--- src/rtl/dpram_fifo_ctrl_if.sv ---
// User-side FIFO bus for dpram_fifo_ctrl: push/pop requests, read data and status.
interface dpram_fifo_ctrl_if #(
  parameter int addr_width = 8,
  parameter int data_width = 8
);
  logic                  clear;
  logic                  wr_en;
  logic [data_width-1:0] wr_data;
  logic                  rd_en;
  logic [data_width-1:0] rd_data;
  logic                  rd_valid;
  logic                  full;
  logic                  empty;
  logic [addr_width:0]   count;
  logic                  overflow;
  logic                  underflow;

  // FIFO user: issues requests, observes data and status
  modport master (
    output clear, wr_en, wr_data, rd_en,
    input  rd_data, rd_valid, full, empty, count, overflow, underflow
  );

  // FIFO controller
  modport slave (
    input  clear, wr_en, wr_data, rd_en,
    output rd_data, rd_valid, full, empty, count, overflow, underflow
  );
endinterface

--- src/rtl/dpram_fifo_ctrl.sv ---
// FIFO controller around an external dual-port RAM: port A writes, port B reads
// with one cycle of registered read latency. Tracks pointers, occupancy and
// sticky overflow/underflow flags.
module dpram_fifo_ctrl #(
  parameter int addr_width = 8,
  parameter int data_width = 8
) (
  input  logic                  clock,
  input  logic                  reset,
  dpram_fifo_ctrl_if.slave      fifo,
  output logic [addr_width-1:0] ram_address_a,
  output logic [data_width-1:0] ram_data_a,
  output logic                  ram_wren_a,
  output logic                  ram_enable_a,
  output logic                  ram_cs_a,
  output logic [addr_width-1:0] ram_address_b,
  output logic                  ram_enable_b,
  output logic                  ram_cs_b,
  input  logic [data_width-1:0] ram_q_b
);

  localparam logic [addr_width:0]   DEPTH  = {1'b1, {addr_width{1'b0}}};
  localparam logic [addr_width:0]   CNT_1  = {{addr_width{1'b0}}, 1'b1};
  localparam logic [addr_width-1:0] PTR_1  = {{(addr_width-1){1'b0}}, 1'b1};

  logic [addr_width-1:0] wr_ptr, rd_ptr;
  logic [addr_width:0]   count_q;
  logic                  rd_vld_q, ovf_q, udf_q;
  logic                  full, empty, push_ok, pop_ok;

  // Flags come from the registered count, so acceptance never depends on
  // same-cycle requests; a read and write therefore never share an address.
  assign full    = (count_q == DEPTH);
  assign empty   = (count_q == '0);
  assign push_ok = !reset && !fifo.clear && fifo.wr_en && !full;
  assign pop_ok  = !reset && !fifo.clear && fifo.rd_en && !empty;

  // RAM side: addresses and write data are pure functions of this cycle
  assign ram_address_a = wr_ptr;
  assign ram_data_a    = fifo.wr_data;
  assign ram_wren_a    = push_ok;
  assign ram_enable_a  = 1'b1;
  assign ram_cs_a      = 1'b1;
  assign ram_address_b = rd_ptr;
  assign ram_enable_b  = 1'b1;
  assign ram_cs_b      = 1'b1;

  // User side: RAM read data lines up with rd_valid one cycle after the pop
  assign fifo.rd_data   = ram_q_b;
  assign fifo.rd_valid  = rd_vld_q;
  assign fifo.full      = full;
  assign fifo.empty     = empty;
  assign fifo.count     = count_q;
  assign fifo.overflow  = ovf_q;
  assign fifo.underflow = udf_q;

  // Pointer, occupancy, read-valid and sticky flag state; reset beats clear,
  // and both drop any in-flight read-valid. RAM contents are left untouched.
  always_ff @(posedge clock) begin
    if (reset || fifo.clear) begin
      wr_ptr   <= '0;
      rd_ptr   <= '0;
      count_q  <= '0;
      rd_vld_q <= 1'b0;
      ovf_q    <= 1'b0;
      udf_q    <= 1'b0;
    end else begin
      if (push_ok) wr_ptr <= wr_ptr + PTR_1;
      if (pop_ok)  rd_ptr <= rd_ptr + PTR_1;
      case ({push_ok, pop_ok})
        2'b10:   count_q <= count_q + CNT_1;
        2'b01:   count_q <= count_q - CNT_1;
        default: count_q <= count_q;
      endcase
      rd_vld_q <= pop_ok;
      if (fifo.wr_en && full)  ovf_q <= 1'b1;
      if (fifo.rd_en && empty) udf_q <= 1'b1;
    end
  end

endmodule
--- src/flat_wrapper.sv ---
// flat-port wrapper written by rule: the top's interface ports become plain ports
module dpram_fifo_ctrl_flat 
#(
  parameter int addr_width = 8,
  parameter int data_width = 8
)
  (clock, reset, ram_address_a, ram_data_a, ram_wren_a, ram_enable_a, ram_cs_a, ram_address_b, ram_enable_b, ram_cs_b, ram_q_b, fifo_clear, fifo_wr_en, fifo_wr_data, fifo_rd_en, fifo_rd_data, fifo_rd_valid, fifo_full, fifo_empty, fifo_count, fifo_overflow, fifo_underflow);
  dpram_fifo_ctrl_if #(.addr_width(addr_width), .data_width(data_width)) fifo_i ();
  input  logic clock;
  input  logic reset;
  output logic [addr_width-1:0] ram_address_a;
  output logic [data_width-1:0] ram_data_a;
  output logic ram_wren_a;
  output logic ram_enable_a;
  output logic ram_cs_a;
  output logic [addr_width-1:0] ram_address_b;
  output logic ram_enable_b;
  output logic ram_cs_b;
  input  logic [data_width-1:0] ram_q_b;
  input wire logic [$bits(fifo_i.clear)-1:0] fifo_clear;
  input wire logic [$bits(fifo_i.wr_en)-1:0] fifo_wr_en;
  input wire logic [$bits(fifo_i.wr_data)-1:0] fifo_wr_data;
  input wire logic [$bits(fifo_i.rd_en)-1:0] fifo_rd_en;
  output wire logic [$bits(fifo_i.rd_data)-1:0] fifo_rd_data;
  output wire logic [$bits(fifo_i.rd_valid)-1:0] fifo_rd_valid;
  output wire logic [$bits(fifo_i.full)-1:0] fifo_full;
  output wire logic [$bits(fifo_i.empty)-1:0] fifo_empty;
  output wire logic [$bits(fifo_i.count)-1:0] fifo_count;
  output wire logic [$bits(fifo_i.overflow)-1:0] fifo_overflow;
  output wire logic [$bits(fifo_i.underflow)-1:0] fifo_underflow;
  assign fifo_i.clear = fifo_clear;
  assign fifo_i.wr_en = fifo_wr_en;
  assign fifo_i.wr_data = fifo_wr_data;
  assign fifo_i.rd_en = fifo_rd_en;
  assign fifo_rd_data = fifo_i.rd_data;
  assign fifo_rd_valid = fifo_i.rd_valid;
  assign fifo_full = fifo_i.full;
  assign fifo_empty = fifo_i.empty;
  assign fifo_count = fifo_i.count;
  assign fifo_overflow = fifo_i.overflow;
  assign fifo_underflow = fifo_i.underflow;
  dpram_fifo_ctrl #(.addr_width(addr_width), .data_width(data_width)) u_core (.clock(clock), .reset(reset), .fifo(fifo_i), .ram_address_a(ram_address_a), .ram_data_a(ram_data_a), .ram_wren_a(ram_wren_a), .ram_enable_a(ram_enable_a), .ram_cs_a(ram_cs_a), .ram_address_b(ram_address_b), .ram_enable_b(ram_enable_b), .ram_cs_b(ram_cs_b), .ram_q_b(ram_q_b));
endmodule
--- config.mk ---
export PLATFORM = sky130hd
export DESIGN_NAME = dpram_fifo_ctrl_flat
export DESIGN_NICKNAME = d
export VERILOG_FILES = /design/src/rtl/dpram_fifo_ctrl_if.sv /design/src/rtl/dpram_fifo_ctrl.sv /design/src/flat_wrapper.sv
export SDC_FILE = /design/constraint.sdc
export NUM_CORES = 1
export LEC_CHECK = 0
export BUFFER_PORTS_ARGS = -buffer_cell sky130_fd_sc_hd__buf_2
export CAP_MARGIN = 20
export CORE_AREA = 2 2 63 65
export CTS_CLUSTER_SIZE = 12
export DETAILED_ROUTE_END_ITERATION = 10
export DIE_AREA = 0 0 65 67
export PLACE_DENSITY = 0.76
export SYNTH_ARGS = -nofsm -noshare
export SYNTH_HDL_FRONTEND = slang
export SYNTH_SLANG_ARGS = --single-unit
--- constraint.sdc ---
create_clock -name clock -period 3.6 [get_ports clock]
set_input_delay 0.54 -clock clock [delete_from_list [all_inputs] [get_ports clock]]
set_output_delay 0.54 -clock clock [all_outputs]
set_load 0.03 [all_outputs]
Yosys cells after proc, flatten, opt, wreduce, memory -nomap -nowiden

Cells that the tools add are included.
Widths: inputs -> output; s select.

Bits in registers: 28
Input port bits: 21
Output and inout port bits: 51
Word-level logic and storage cells: 28

Add/sub/neg operators: 4
Equality and inequality tests: 3
Mux-type cells: 1
Reduce and logical (&&, ||, !) cells: 14

Operators by type and width:

| cell                | count |
|---|---|
| $pmux 9 s2          | 1 |
| $add 8x1->8 const B | 2 |
| $add 9x1->9 const B | 1 |
| $eq 9x9->1 const B  | 1 |
| $logic_not 9->1     | 1 |
| $sub 9x1->9 const B | 1 |
| $logic_and 1x1->1   | 7 |
| $logic_not 1->1     | 4 |
| $eq 2x1->1 const B  | 1 |
| $eq 2x2->1 const B  | 1 |
| $reduce_bool 2->1   | 1 |
| $logic_or 1x1->1    | 1 |

Depth between registers and ports, before layout

Depth in word-level cells: 6
Gate-level depth with buffers: 12
Gate-level depth less buffers: 11

Worst setup path before layout

No wires, ideal clock.

Path kind: input -> register
Start: input port fifo_clear
End: register u_core.count_q[8] (netlist: u_core.fifo.count[8])
Setup time: 135 ps
Arrival: 3,038 ps
Required time: 3,465 ps
Setup slack: 427 ps
Stages: 12
Buffers on the path: 2
Path through: or2_2 clkbuf_1 clkbuf_1 nor2_1 ha_1 inv_1 fa_1 nand2b_1 a211oi_1 nor3_1 o311ai_0 o41ai_1

Longest elaborated chain between the ends: 6
Elaborated cells on any way between the ends: 11
Classes of those cells: eq/ne: 2; mux: 1; reduce/logical: 8

RTL lines:

| element                                         | line                  | RTL |
|---|---|---|
| start, declared                                 | flat_wrapper.sv:20    | `input wire logic [$bits(fifo_i.clear)-1:0] fifo_clear;` |
| $logic_not 1->1 (*)                             | dpram_fifo_ctrl.sv:36 | `assign pop_ok = !reset && !fifo.clear && fifo.rd_en && !empty;` |
| $logic_and 1x1->1 (*) (3 in series)             | dpram_fifo_ctrl.sv:36 |  |
| named net u_core.pop_ok                         | dpram_fifo_ctrl.sv:29 | `logic full, empty, push_ok, pop_ok;` |
| $eq 2x1->1 or $eq 2x2->1 (tied branches)        | dpram_fifo_ctrl.sv:70 | `case ({push_ok, pop_ok})` |
| $pmux 9 s2 or $reduce_bool 2->1 (tied branches) | --                    |  |
| end signal, assigned                            | dpram_fifo_ctrl.sv:71 | `2'b10: count_q <= count_q + CNT_1;` |
| end signal, assigned                            | dpram_fifo_ctrl.sv:72 | `2'b01: count_q <= count_q - CNT_1;` |
| end signal, assigned                            | dpram_fifo_ctrl.sv:73 | `default: count_q <= count_q;` |
| end, declared                                   | dpram_fifo_ctrl.sv:27 | `logic [addr_width:0] count_q;` |

The timed path passes the listed nets; every way through them passes the cells marked *.
A chain may end at the register's enable or synchronous reset.

Worst setup path in the final report

Start: register u_core.count_q[0] (netlist: u_core.fifo.count[0])
End: register u_core.count_q[8] (netlist: u_core.fifo.count[8])

Longest elaborated chain between the ends: 5
Elaborated cells on any way between the ends: 12
Classes of those cells: add/sub: 2; eq/ne: 3; mux: 1; reduce/logical: 6

RTL lines:

| element |
|---|
| parallel branches: the longest is 5 deep, another holds $sub 9x1->9 |

Parallel ways; which one is timed is not known.

==> results.yml <==
logic_synthesis:
  ys_ff_latch: 28
  synthCells: 196
  netlist_area_um2: 1640
  synth_edf_count: 0
  synth_cell_types: 35
  ys_seq_area_frac: 0.341
  avgSynthCellArea_um2: 8.38
  ys.warnings.count: 0
  ys.flop_type: "dfxtp_1"
  synthArstFlopShare: 0
floorplanning:
  die_width_um: 65
  core_um2: 3610
  rows: 22
  die-area_um2: 4360
  io_pins: 72
  start_util: 0.456
  die_h_um: 67
sta:
  worst_pin_slew_ps: 572
  slew_headroom: 0.617
  skew_ps: 6.67
  hold_viol: 0
  rsz0062_at_grt: "no"
  setup_viol: 0
  layout_min_cycle_time_ps: 3190
  timing.fmax_mhz: 313
  fin_crit_sh: 0.887
  fin_tns_setup_ps: 0
  maxSlewViolCount: 0
setup_path:
  reg2reg_slack_ps: 410
  crit_slowest_cell: "fa_1"
  path_buf_inv: 1
  cp-end-kind: "flop"
  cpLargestDelayFamily: "compound AO/OA/AOI/OAI gates"
  cp.arrival_ps: 3350
  path_max_fanout: 10
  worstPathRequired_ps: 3750
  startpoint_type: "flop"
  worstPathCellList: "nor4_2 -> a31oi_1 -> nand2_1 -> ha_1 -> inv_1 -> fa_1 -> nand2b_1 -> a211oi_1 -> nor3_1 -> o311ai_0 -> o41ai_1"
  worstSetupPathType: "flop to flop"
  max_stage_delay_ps: 410
clocking:
  numCtsBuffers: 3
  postCtsSetupRepairBufs: 0
  cts_resized: 0
  clock_latency_ps: 270
  clockRootBuffer: "clkbuf_8"
  cts.sinks: 28
  cts_hold_buf: 0
  cts_tree: "yes"
  cts_max_level: 1
  clkSlewWorstSetupHoldPaths_ps: 100
  clk_path_buf_depth: 2
run:
  cap_violations: 0
routing:
  antenna_left: 0
  first_pass_iters: 5
  num_vias: 1285
  routed_wl_um: 3040
  route.detailed.drc: 0
  detail_route.vias_per_cell: 4.85
  first_iter_violations: 57
  wl_per_cell_um: 11.5
final_layout:
  antenna_cells: 0
  seq_area_um2: 561
  n_fill_cell: 339
  final_cells: 265
  final_nets: 250
  multi_input_area_um2: 880
  drive_gt1_frac: 0.226
  area_growth_pct: 10.9
pwr:
  ir_drop_uv: 176
  p_per_area_nw_per_um2: 330
  cellLeakagePower_nw: 0.823
global_routing:
  grt_pass1_vias: 1176
  antenna_found_initial: 0
  grt.overflow.total: 0
  grt_max_degree: 29
  grt_pass1_wl_um: 5200
  grt_usage: 0.149
status:
  status: "complete, no violations"
placement:
  dp_cells: 261
  gp_congestion: 0.782
  port_buffers: 35
  hpwl_um: 2330
hold_path:
  hp-class: "flop to flop"
-- cells in the final DEF, fill, tap and decap left out, types with 3 or more instances in the layout --
cell      instances
conb_1            4
nor2_1           29
inv_1            10
xnor2_1           6
clkbuf_8          3
nor3_1            4
mux2i_1           5
xor2_1           11
dfxtp_1          28
nand3_1           5
nor4_2            4
ha_1             10
and3_1            3
nand2_1          14
nand4_1           4
a21oi_1          12
buf_2            35
buf_4             5
o21ai_0           3
-- cell families (layout without fill, tap and decap cells) --
logic type | Yosys count | in the layout | synth area share
xor gates and xnor gates | 17 | 17 | 0.0906
buffers and inverters | 36 | 54 | 0.130
adders and majority gates | 11 | 11 | 0.0883
and+or+nand+nor | 69 | 69 | 0.207
other | 1 | 4 | 0.00228
AOI/OAI and AO/OA | 29 | 29 | 0.110
DFF | 28 | 28 | 0.341
muxes | 5 | 5 | 0.0305
-- synthesized netlist by cell type, types with 2 or more instances --
| master | n | area, um2 |
|---|---|---|
| o21ai_0 | 3 | 15.0 |
| a21oi_1 | 12 | 60.1 |
| xor2_1 | 11 | 96.3 |
| dfxtp_1 | 28 | 561 |
| nand3_1 | 5 | 25.0 |
| o31ai_1 | 2 | 15.0 |
| nand4_1 | 4 | 25.0 |
| clkbuf_1 | 5 | 18.8 |
| inv_1 | 10 | 37.5 |
| ha_1 | 10 | 125 |
| nor2_1 | 29 | 109 |
| buf_4 | 21 | 158 |
| nor3_1 | 4 | 20.0 |
| nand2_1 | 14 | 52.6 |
| xnor2_1 | 6 | 52.6 |
| nor4_2 | 4 | 50.1 |
| mux2i_1 | 5 | 50.1 |
| or3_1 | 2 | 12.5 |
| o21a_1 | 2 | 15.0 |
| and3_1 | 3 | 18.8 |
| a31oi_1 | 2 | 12.5 |
-- final cells by class --
type / count / share of cell area
multi-input cells: 135 / 0.483
repair buffers: 40 / 0.117
clock buffers: 3 / 0.0227
well taps: 48 / 0.0330
inverters: 10 / 0.0206
flip-flops and latches: 28 / 0.308
clock inverters: 1 / 0.0165
-- registers in the layout, summed over array words and instances (netlist names) --
register and count:
u_core.fifo.rd_valid 1, u_core.ram_address_a 8, u_core.fifo.underflow 1, u_core.ram_address_b 8, u_core.fifo.overflow 1, u_core.fifo.count 9
-- path summary, 6_finish.rpt --
path | startpoint | endpoint | depth (start not counted)
worst min register to register | u_core.fifo.underflow | u_core.fifo.underflow | 2
worst max register to register | u_core.fifo.count[0] | u_core.fifo.count[8] | 11
worst max-delay path | u_core.fifo.count[0] | u_core.fifo.count[8] | 11
worst min-delay path | u_core.fifo.underflow | u_core.fifo.underflow | 2
-- where the power goes --
| part | internal [mW] | leakage (nW) | switching [mW] | total (mW) |
|---|---|---|---|---|
| Sequential | 0.311 | 0.226 | 0.00176 | 0.313 |
| Combinational | 0.0118 | 0.561 | 0.0282 | 0.0400 |
| Clock | 0.149 | 0.0357 | 0.0983 | 0.247 |
-- tightest hold or removal path, cell delays in order, from the launching register on --
cell	delay, ps
dfxtp_1	330
a21oi_1	40
nor2_1	70
-- per-layer routing --
layer | global-route usage | vias up | wire (um)
met5 | 0 | - | 0
met4 | 0.0532 | 0 | 72
met3 | 0.0287 | 8 | 187
met2 | 0.242 | 39 | 1310
met1 | 0.196 | 551 | 1470
li1 | - | 687 | -
-- per-stage QoR --
step	hold slack, ps	utilization	instance area [um2]	power [mW]	setup WS, ps
2_1_floorplan	621	-	1650	0.386	427
3_3_place_gp	439	0.485	1750	0.360	483
3_5_place_dp	451	0.485	1750	0.361	418
4_1_cts	476	0.505	1820	0.606	391
5_1_grt	514	0.505	1820	0.625	173
6_report	469	0.505	1820	0.600	405
No activity file was read; power rests on OpenSTA's default activity.
